==> src/rtl/ides_delay_cal_mc_pkg.sv <==
// Shared state encoding and IDES step-strobe polarities for the multi-lane delay calibrator.
// A tap step is one cycle of value at VALUE_STROBE, with setn giving the direction.
package ides_cal_pkg;

    typedef enum logic [3:0] {
        ST_IDLE,
        ST_CLR,
        ST_SETTLE,
        ST_SAMPLE,
        ST_EVAL,
        ST_STEP,
        ST_CENTER,
        ST_NEXT,
        ST_DONE
    } cal_state_e;

    localparam logic SETN_INC     = 1'b0;
    localparam logic SETN_DEC     = 1'b1;
    localparam logic VALUE_STROBE = 1'b0;

endpackage

==> src/rtl/ides_delay_cal_mc_if.sv <==
// Lane-array side bundle of the calibrator: deserialised data and recal in, tap controls and status out.
// The master modport is the calibrator and the slave modport is the IDES array / link-training side.
interface ides_delay_cal_mc_if #(
    parameter int NLANE = 4,
    parameter int FW    = 8,
    parameter int TAP_W = 7
);

    logic [NLANE*FW-1:0]    q;
    logic                   recal;
    logic [NLANE-1:0]       sdtap;
    logic [NLANE-1:0]       value;
    logic [NLANE-1:0]       setn;
    logic [NLANE-1:0]       cal;
    logic [NLANE-1:0]       cal_err;
    logic                   cal_done;
    logic [NLANE*TAP_W-1:0] tap;

    modport master (
        input  q,
        input  recal,
        output sdtap,
        output value,
        output setn,
        output cal,
        output cal_err,
        output cal_done,
        output tap
    );

    modport slave (
        output q,
        output recal,
        input  sdtap,
        input  value,
        input  setn,
        input  cal,
        input  cal_err,
        input  cal_done,
        input  tap
    );

endinterface

==> src/rtl/ides_delay_cal_mc_run_tracker.sv <==
// Longest good-tap run tracker: updates cur/best runs once per evaluated tap, ties keep the earlier run.
// Target and pass flag are combinational from the best-run registers; no backpressure.
module ides_run_tracker #(
    parameter int TAP_W   = 7,
    parameter int MIN_EYE = 3
) (
    input  logic             pclk,
    input  logic             rst,
    input  logic             i_clr,
    input  logic             i_sample_en,
    input  logic             i_good,
    input  logic [TAP_W-1:0] i_tap,
    output logic [TAP_W-1:0] o_target,
    output logic             o_pass
);

    localparam logic [TAP_W:0] LEN_ONE = (TAP_W+1)'(1);
    localparam logic [TAP_W:0] MIN_LEN = (TAP_W+1)'(MIN_EYE);

    logic [TAP_W:0]   r_cur_len;
    logic [TAP_W:0]   r_best_len;
    logic [TAP_W-1:0] r_cur_start;
    logic [TAP_W-1:0] r_best_start;

    logic [TAP_W-1:0] w_start;
    logic [TAP_W:0]   w_len_inc;
    logic [TAP_W:0]   w_sum;

    assign w_start   = (r_cur_len == '0) ? i_tap : r_cur_start;
    assign w_len_inc = r_cur_len + LEN_ONE;

    always_ff @(posedge pclk) begin
        if (rst || i_clr) begin
            r_cur_len    <= '0;
            r_best_len   <= '0;
            r_cur_start  <= '0;
            r_best_start <= '0;
        end else if (i_sample_en) begin
            if (i_good) begin
                r_cur_start <= w_start;
                r_cur_len   <= w_len_inc;
                // strict compare keeps the lower run on a tie
                if (w_len_inc > r_best_len) begin
                    r_best_len   <= w_len_inc;
                    r_best_start <= w_start;
                end
            end else begin
                r_cur_len <= '0;
            end
        end
    end

    assign o_pass   = (r_best_len >= MIN_LEN);
    assign w_sum    = {1'b0, r_best_start} + ((r_best_len - LEN_ONE) >> 1);
    assign o_target = o_pass ? w_sum[TAP_W-1:0] : '0;

endmodule

==> src/rtl/ides_delay_cal_mc.sv <==
// Sequential per-lane IDES tap sweep: zero the tap, score every tap for q stability, centre on the widest eye.
// Step strobes are registered, one cycle low, spaced at least one cycle apart; recal restarts from lane 0.
module ides_delay_cal_mc
    import ides_cal_pkg::*;
#(
    parameter int NLANE     = 4,
    parameter int FW        = 8,
    parameter int TAP_W     = 7,
    parameter int MAX_TAP   = 127,
    parameter int SETTLE    = 4,
    parameter int STABLE_N  = 16,
    parameter int MIN_EYE   = 3,
    parameter int INIT_WAIT = 10
) (
    input  logic                 pclk,
    input  logic                 rst,
    ides_delay_cal_mc_if.master  bus
);

    localparam int LANE_W = (NLANE > 1) ? $clog2(NLANE) : 1;
    localparam int CNT_W  = $clog2(INIT_WAIT + SETTLE + STABLE_N + 1);

    cal_state_e                   r_state;
    cal_state_e                   w_state_nxt;
    logic [LANE_W-1:0]            r_lane;
    logic [CNT_W-1:0]             r_cnt;
    logic [NLANE-1:0][TAP_W-1:0]  r_tap;
    logic [NLANE-1:0]             r_value;
    logic [NLANE-1:0]             r_setn;
    logic [NLANE-1:0]             r_cal;
    logic [NLANE-1:0]             r_cal_err;
    logic                         r_cal_done;
    logic [FW-1:0]                r_q_s;
    logic [FW-1:0]                r_q_p;
    logic                         r_bad;

    logic [FW-1:0]                w_q_lane;
    logic [TAP_W-1:0]             w_cur_tap;
    logic [TAP_W-1:0]             w_target;
    logic                         w_pass;
    logic                         w_changed;
    logic                         w_busy;
    logic                         w_last_lane;
    logic                         w_cnt_clr;
    logic                         w_cnt_inc;
    logic                         w_step_inc;
    logic                         w_step_dec;
    logic                         w_sample_en;
    logic                         w_trk_clr;
    logic                         w_lane_inc;
    logic                         w_lane_zero;
    logic                         w_set_result;
    logic                         w_set_done;
    logic                         w_clr_results;
    logic                         w_bad_clr;
    logic                         w_bad_acc;

    always_comb begin
        w_q_lane  = '0;
        w_cur_tap = '0;
        for (int i = 0; i < NLANE; i++) begin
            if (r_lane == LANE_W'(i)) begin
                w_q_lane  = bus.q[i*FW +: FW];
                w_cur_tap = r_tap[i];
            end
        end
    end

    assign w_changed   = (r_q_s != r_q_p);
    assign w_busy      = (r_value != {NLANE{~VALUE_STROBE}});
    assign w_last_lane = (r_lane == LANE_W'(NLANE - 1));

    ides_run_tracker #(
        .TAP_W   (TAP_W),
        .MIN_EYE (MIN_EYE)
    ) u_run_tracker (
        .pclk        (pclk),
        .rst         (rst),
        .i_clr       (w_trk_clr),
        .i_sample_en (w_sample_en),
        .i_good      (~r_bad),
        .i_tap       (w_cur_tap),
        .o_target    (w_target),
        .o_pass      (w_pass)
    );

    always_comb begin
        w_state_nxt   = r_state;
        w_cnt_clr     = 1'b0;
        w_cnt_inc     = 1'b0;
        w_step_inc    = 1'b0;
        w_step_dec    = 1'b0;
        w_sample_en   = 1'b0;
        w_trk_clr     = 1'b0;
        w_lane_inc    = 1'b0;
        w_lane_zero   = 1'b0;
        w_set_result  = 1'b0;
        w_set_done    = 1'b0;
        w_clr_results = 1'b0;
        w_bad_clr     = 1'b0;
        w_bad_acc     = 1'b0;
        if (bus.recal) begin
            w_state_nxt   = ST_CLR;
            w_cnt_clr     = 1'b1;
            w_trk_clr     = 1'b1;
            w_lane_zero   = 1'b1;
            w_clr_results = 1'b1;
        end else begin
            case (r_state)
                ST_IDLE: begin
                    if (r_cnt == CNT_W'(INIT_WAIT - 1)) begin
                        w_state_nxt = ST_CLR;
                        w_cnt_clr   = 1'b1;
                        w_lane_zero = 1'b1;
                    end else begin
                        w_cnt_inc = 1'b1;
                    end
                end
                ST_CLR: begin
                    if (!w_busy) begin
                        if (w_cur_tap == '0) begin
                            w_state_nxt = ST_SETTLE;
                            w_cnt_clr   = 1'b1;
                        end else begin
                            w_step_dec = 1'b1;
                        end
                    end
                end
                ST_SETTLE: begin
                    if (r_cnt == CNT_W'(SETTLE - 1)) begin
                        w_state_nxt = ST_SAMPLE;
                        w_cnt_clr   = 1'b1;
                        w_bad_clr   = 1'b1;
                    end else begin
                        w_cnt_inc = 1'b1;
                    end
                end
                ST_SAMPLE: begin
                    w_bad_acc = 1'b1;
                    if (r_cnt == CNT_W'(STABLE_N - 1)) begin
                        w_state_nxt = ST_EVAL;
                        w_cnt_clr   = 1'b1;
                    end else begin
                        w_cnt_inc = 1'b1;
                    end
                end
                ST_EVAL: begin
                    w_sample_en = 1'b1;
                    // strobe is registered so it is low for exactly the STEP cycle
                    if (w_cur_tap < TAP_W'(MAX_TAP)) begin
                        w_state_nxt = ST_STEP;
                        w_step_inc  = 1'b1;
                    end else begin
                        w_state_nxt = ST_CENTER;
                    end
                end
                ST_STEP: begin
                    w_state_nxt = ST_SETTLE;
                    w_cnt_clr   = 1'b1;
                end
                ST_CENTER: begin
                    if (!w_busy) begin
                        if (w_cur_tap == w_target) begin
                            w_set_result = 1'b1;
                            w_state_nxt  = ST_NEXT;
                        end else begin
                            w_step_dec = 1'b1;
                        end
                    end
                end
                ST_NEXT: begin
                    w_trk_clr = 1'b1;
                    if (w_last_lane) begin
                        w_state_nxt = ST_DONE;
                        w_set_done  = 1'b1;
                    end else begin
                        w_state_nxt = ST_CLR;
                        w_lane_inc  = 1'b1;
                    end
                end
                ST_DONE: begin
                    w_state_nxt = ST_DONE;
                end
                default: begin
                    w_state_nxt = ST_IDLE;
                end
            endcase
        end
    end

    always_ff @(posedge pclk) begin
        if (rst) begin
            r_state    <= ST_IDLE;
            r_lane     <= '0;
            r_cnt      <= '0;
            r_tap      <= '0;
            r_value    <= {NLANE{~VALUE_STROBE}};
            r_setn     <= '0;
            r_cal      <= '0;
            r_cal_err  <= '0;
            r_cal_done <= 1'b0;
            r_q_s      <= '0;
            r_q_p      <= '0;
            r_bad      <= 1'b0;
        end else begin
            r_state <= w_state_nxt;
            r_q_s   <= w_q_lane;
            r_q_p   <= r_q_s;

            if (w_cnt_clr) begin
                r_cnt <= '0;
            end else if (w_cnt_inc) begin
                r_cnt <= r_cnt + CNT_W'(1);
            end

            if (w_bad_clr) begin
                r_bad <= 1'b0;
            end else if (w_bad_acc) begin
                r_bad <= r_bad | w_changed;
            end

            // the tap register moves with the strobe so it always mirrors the delay line
            r_value <= {NLANE{~VALUE_STROBE}};
            for (int i = 0; i < NLANE; i++) begin
                if (r_lane == LANE_W'(i)) begin
                    if (w_step_inc) begin
                        r_value[i] <= VALUE_STROBE;
                        r_setn[i]  <= SETN_INC;
                        r_tap[i]   <= r_tap[i] + TAP_W'(1);
                    end else if (w_step_dec) begin
                        r_value[i] <= VALUE_STROBE;
                        r_setn[i]  <= SETN_DEC;
                        r_tap[i]   <= r_tap[i] - TAP_W'(1);
                    end
                    if (w_set_result) begin
                        r_cal[i]     <= w_pass;
                        r_cal_err[i] <= ~w_pass;
                    end
                end
            end

            if (w_lane_zero) begin
                r_lane <= '0;
            end else if (w_lane_inc) begin
                r_lane <= r_lane + LANE_W'(1);
            end

            if (w_clr_results) begin
                r_cal      <= '0;
                r_cal_err  <= '0;
                r_cal_done <= 1'b0;
            end else if (w_set_done) begin
                r_cal_done <= 1'b1;
            end
        end
    end

    assign bus.sdtap    = '1;
    assign bus.value    = r_value;
    assign bus.setn     = r_setn;
    assign bus.cal      = r_cal;
    assign bus.cal_err  = r_cal_err;
    assign bus.cal_done = r_cal_done;
    assign bus.tap      = r_tap;

endmodule

==> src/flat_wrapper.sv <==
// flat-port wrapper written by rule: the top's interface ports become plain ports
module ides_delay_cal_mc_flat import ides_cal_pkg::*;
#(
    parameter int NLANE     = 4,
    parameter int FW        = 8,
    parameter int TAP_W     = 7,
    parameter int MAX_TAP   = 127,
    parameter int SETTLE    = 4,
    parameter int STABLE_N  = 16,
    parameter int MIN_EYE   = 3,
    parameter int INIT_WAIT = 10
)
  (pclk, rst, bus_q, bus_recal, bus_sdtap, bus_value, bus_setn, bus_cal, bus_cal_err, bus_cal_done, bus_tap);
  ides_delay_cal_mc_if #(.NLANE(NLANE), .FW(FW), .TAP_W(TAP_W)) bus_i ();
  input  logic pclk;
  input  logic rst;
  input wire logic [$bits(bus_i.q)-1:0] bus_q;
  input wire logic [$bits(bus_i.recal)-1:0] bus_recal;
  output wire logic [$bits(bus_i.sdtap)-1:0] bus_sdtap;
  output wire logic [$bits(bus_i.value)-1:0] bus_value;
  output wire logic [$bits(bus_i.setn)-1:0] bus_setn;
  output wire logic [$bits(bus_i.cal)-1:0] bus_cal;
  output wire logic [$bits(bus_i.cal_err)-1:0] bus_cal_err;
  output wire logic [$bits(bus_i.cal_done)-1:0] bus_cal_done;
  output wire logic [$bits(bus_i.tap)-1:0] bus_tap;
  assign bus_i.q = bus_q;
  assign bus_i.recal = bus_recal;
  assign bus_sdtap = bus_i.sdtap;
  assign bus_value = bus_i.value;
  assign bus_setn = bus_i.setn;
  assign bus_cal = bus_i.cal;
  assign bus_cal_err = bus_i.cal_err;
  assign bus_cal_done = bus_i.cal_done;
  assign bus_tap = bus_i.tap;
  ides_delay_cal_mc #(.NLANE(NLANE), .FW(FW), .TAP_W(TAP_W), .MAX_TAP(MAX_TAP), .SETTLE(SETTLE), .STABLE_N(STABLE_N), .MIN_EYE(MIN_EYE), .INIT_WAIT(INIT_WAIT)) u_core (.pclk(pclk), .rst(rst), .bus(bus_i));
endmodule
==> config.mk <==
export PLATFORM = sky130hd
export DESIGN_NAME = ides_delay_cal_mc_flat
export DESIGN_NICKNAME = d
export VERILOG_FILES = /design/src/rtl/ides_delay_cal_mc_pkg.sv /design/src/rtl/ides_delay_cal_mc_if.sv /design/src/rtl/ides_delay_cal_mc_run_tracker.sv /design/src/rtl/ides_delay_cal_mc.sv /design/src/flat_wrapper.sv
export SDC_FILE = /design/constraint.sdc
export NUM_CORES = 1
export LEC_CHECK = 0
export CELL_PAD_IN_SITES_DETAIL_PLACEMENT = 1
export CELL_PAD_IN_SITES_GLOBAL_PLACEMENT = 2
export CORE_MARGIN = 2
export CORE_UTILIZATION = 34
export DETAILED_ROUTE_END_ITERATION = 6
export GPL_TIMING_DRIVEN = 0
export PLACE_DENSITY_LB_ADDON = 0.15
export SLEW_MARGIN = 20
export SYNTH_ARGS = -nofsm -noshare
export SYNTH_HDL_FRONTEND = slang
export SYNTH_SLANG_ARGS = --single-unit
==> constraint.sdc <==
create_clock -name pclk -period 6.25 [get_ports pclk]
set_input_delay 0.9375 -clock pclk [delete_from_list [all_inputs] [get_ports pclk]]
set_output_delay 0.9375 -clock pclk [all_outputs]
set_load 0.01 [all_outputs]
==> flow_summary.json <==
{
  "grt_pass1_vias": 6827,
  "cts_root_buffer": "clkbuf_16",
  "crit_top_cell": "a21oi_1",
  "antenna_found_initial": 0,
  "path_cells": "inv_1 > ha_1 > nor2_1 > o211a_1 > nor2_2 > and4_1 > and3_1 > nor2_4 > inv_2 > clkbuf_2 > buf_8 > fa_1 > a21o_1 > a21oi_1 > o21bai_1 > a21oi_1 > nor3b_1 > nor4_1 > o211ai_1",
  "cp_data_required_time_ns": 6.48,
  "cts_htree_levels": 3,
  "via_per_inst": 5.34,
  "hold_viol_final": 0,
  "cp.arrival_ns": 5.83,
  "drc": 0,
  "cts-buffers-inserted": 9,
  "track_usage_pct": 20.9,
  "post_cts_resized": 0,
  "synth_area_um2": 6840,
  "die_height_um": 146,
  "critPathCaptureType": "flip-flop",
  "ant_nets": 0,
  "yosysSeqAreaShare_pct": 30.1,
  "syn_area_per_cell_um2": 8.47,
  "wl_um": 22000,
  "overflow": 0,
  "finalSetupViolations": 0,
  "io_pins": 84,
  "core_area_um2": 19600,
  "rsz0062_at_grt": "no",
  "ys_types": 74,
  "initial_core_util_pct": 34.9,
  "yosysWarnings": 0,
  "path_class": "reg -> reg",
  "port_buffers": 78,
  "place.gp.congestion": 0.867,
  "firstDrtPassIters": 4,
  "dr_total_vias": 6256,
  "hold_buffers": 0,
  "path_clk_slew_ns": 0.08,
  "num_rows": 51,
  "cts_setup_buffers": 0,
  "powerDensity_nw_per_um2": 249,
  "leakage_nw": 3.35,
  "min_path_cells": 2,
  "power_mw": 2.07,
  "hp-class": "reg -> reg",
  "drive_gt1_share_pct": 7.17,
  "synthArstFlopShare_pct": 0,
  "worstMarginPinSlew_ns": 0.736,
  "cts_sinks": 103,
  "ys.flop_type": "dfxtp_1",
  "layout.nets": 986,
  "synth_seq_cells": 103,
  "synth_edf_count": 0,
  "slew_headroom_pct": 50.9,
  "dpl.hpwl_um": 16900,
  "area_growth_pct": 21.5,
  "cp_max_fo": 17,
  "max_freq_ghz": 0.179,
  "grt_pass1_wl_um": 35600,
  "slowest_delay_ns": 0.45,
  "critPathLaunchType": "flip-flop",
  "cts_tree": "done",
  "slew_viol_final": 0,
  "drv_cap": 0,
  "ir_drop_v": 0.000175,
  "insertion_delay_ns": 0.37,
  "setup_tns_ns": 0,
  "wl_per_cell_um": 18.8,
  "fin_crit_sh_pct": 89.6,
  "first_iter_violations": 228,
  "synth_cells": 808,
  "reg2reg_depth": 19,
  "grt_max_degree": 21,
  "die_area_um2": 21300,
  "fin_skew_ns": 0.0153,
  "min_period_ns": 5.60,
  "cp_slowest_cell": "nor2_1",
  "fp.dieW_um": 146,
  "status": "finished, final reports clean",
  "clk_path_buf_depth": 2
}
-- cells in the final DEF (no fill, tap or decap), drive strengths merged, types with 4 or more instances in the layout --
cell           netlist  routed
nor2               117     117
dfxtp              103     103
clkdlybuf4s50        0      78
a21oi               58      58
ha                  45      45
nand2               43      43
mux2i               40      40
clkbuf              27      36
nor2b               34      34
inv                 27      29
xor2                25      25
xnor2               23      23
nand2b              22      22
nand3               18      18
nor3b               18      18
a211oi              17      17
a21o                16      16
mux2                16      16
buf                 15      16
nor3                15      15
o21ai               15      15
a22oi               12      12
and3                11      11
o211a                7       7
nor4                 7       7
nand3b               6       6
nand4                6       6
o211ai               6       6
o21bai               5       5
fa                   5       5
nor4b                5       5
a31oi                4       4
o22ai                4       4
conb                 1       4
a21boi               4       4
clkinv               0       4
-- worst paths after layout --
path,slack (ns),start,endpoint
min reg2reg,0.47,u_core.bus.cal_err[1],u_core.bus.cal_err[1]
max,0.65,u_core.r_lane[0],u_core.bus.tap[20]
min,0.47,u_core.bus.cal_err[1],u_core.bus.cal_err[1]
max reg2reg,0.65,u_core.r_lane[0],u_core.bus.tap[20]
-- area by class of cell --
class,instances,area [µm²]
clock buffers,9,225
fillers,2354,11300
repair buffers,79,796
multi-input cells,639,4490
well taps,265,332
flip-flops and latches,103,2060
clock inverters,7,104
diodes,1,2.50
plain buffers,42,204
inverters,27,101
-- cell families (layout without fill, tap and decap cells) --
logic type	Yosys count	after routing	synth area share (%)
and+or+nand+nor	321	321	24.6
AOI/OAI and AO/OA	160	160	16.3
DFF	103	103	30.1
buffers and inverters	69	164	4.44
muxes	56	56	8.59
adders and majority gates	50	50	9.69
xor gates and xnor gates	48	48	6.14
other	1	5	0.0548
-- layer usage --
metal	vias up	part of all wire [%]	track usage, %
met5	-	0	0
met4	0	1.7	5.49
li1	3026	-	-
met2	114	51	38.5
met3	27	3.4	3.95
met1	3089	44	24.6
-- synth_stat cells (22+ instances only) --
cell type | n | area, µm²
mux2i_1 | 40 | 400
nor2_1 | 115 | 432
clkbuf_1 | 27 | 101
nand2b_1 | 22 | 138
dfxtp_1 | 103 | 2060
xnor2_1 | 23 | 201
a21oi_1 | 58 | 290
nor2b_1 | 34 | 213
inv_1 | 26 | 97.6
xor2_1 | 25 | 219
nand2_1 | 43 | 161
ha_1 | 45 | 563
-- metrics by stage --
stage	cell area, µm²	hold WS, ns	cells	utilization, %	worst slack [ns]
2_1_floorplan	6850	0.454	811	-	1.78
3_3_place_gp	7970	0.457	1154	40.7	0.507
3_5_place_dp	7980	0.469	1155	40.7	0.726
4_1_cts	8310	0.476	1171	42.4	0.665
5_1_grt	8310	0.497	1171	42.4	0.254
6_report	8310	0.474	1172	42.4	0.652
-- report_power, final --
group	internal [mW]	switching (mW)
sequential	0.687	0.0374
clock	0.325	0.302
combinational	0.312	0.404
total	1.32	0.743
-- flip-flops by register name, summed over array words and instances (netlist names) --
register,flops
u_core.bus.tap,28
u_core.r_q_p,8
u_core.r_q_s,8
u_core.u_run_tracker.r_best_len,8
u_core.u_run_tracker.r_cur_len,8
u_core.u_run_tracker.r_best_start,7
u_core.u_run_tracker.r_cur_start,7
u_core.r_cnt,5
u_core.bus.cal,4
u_core.bus.cal_err,4
u_core.bus.setn,4
u_core.bus.value,4
u_core.r_state,4
u_core.r_lane,2
u_core.bus.cal_done,1
u_core.r_bad,1
-- critical path: cells and delay by family (launching register included) --
| kind | cells | cell delay (ns) |
|---|---|---|
| AO/OA/AOI/OAI | 6 | 1.51 |
| buffers and inverters | 4 | 0.93 |
| adder cells (fa/ha/maj) | 2 | 0.74 |
| AND/OR/NAND/NOR | 7 | 1.88 |
| flip-flops | 1 | 0.38 |
No activity file was read; power rests on OpenSTA's default activity.
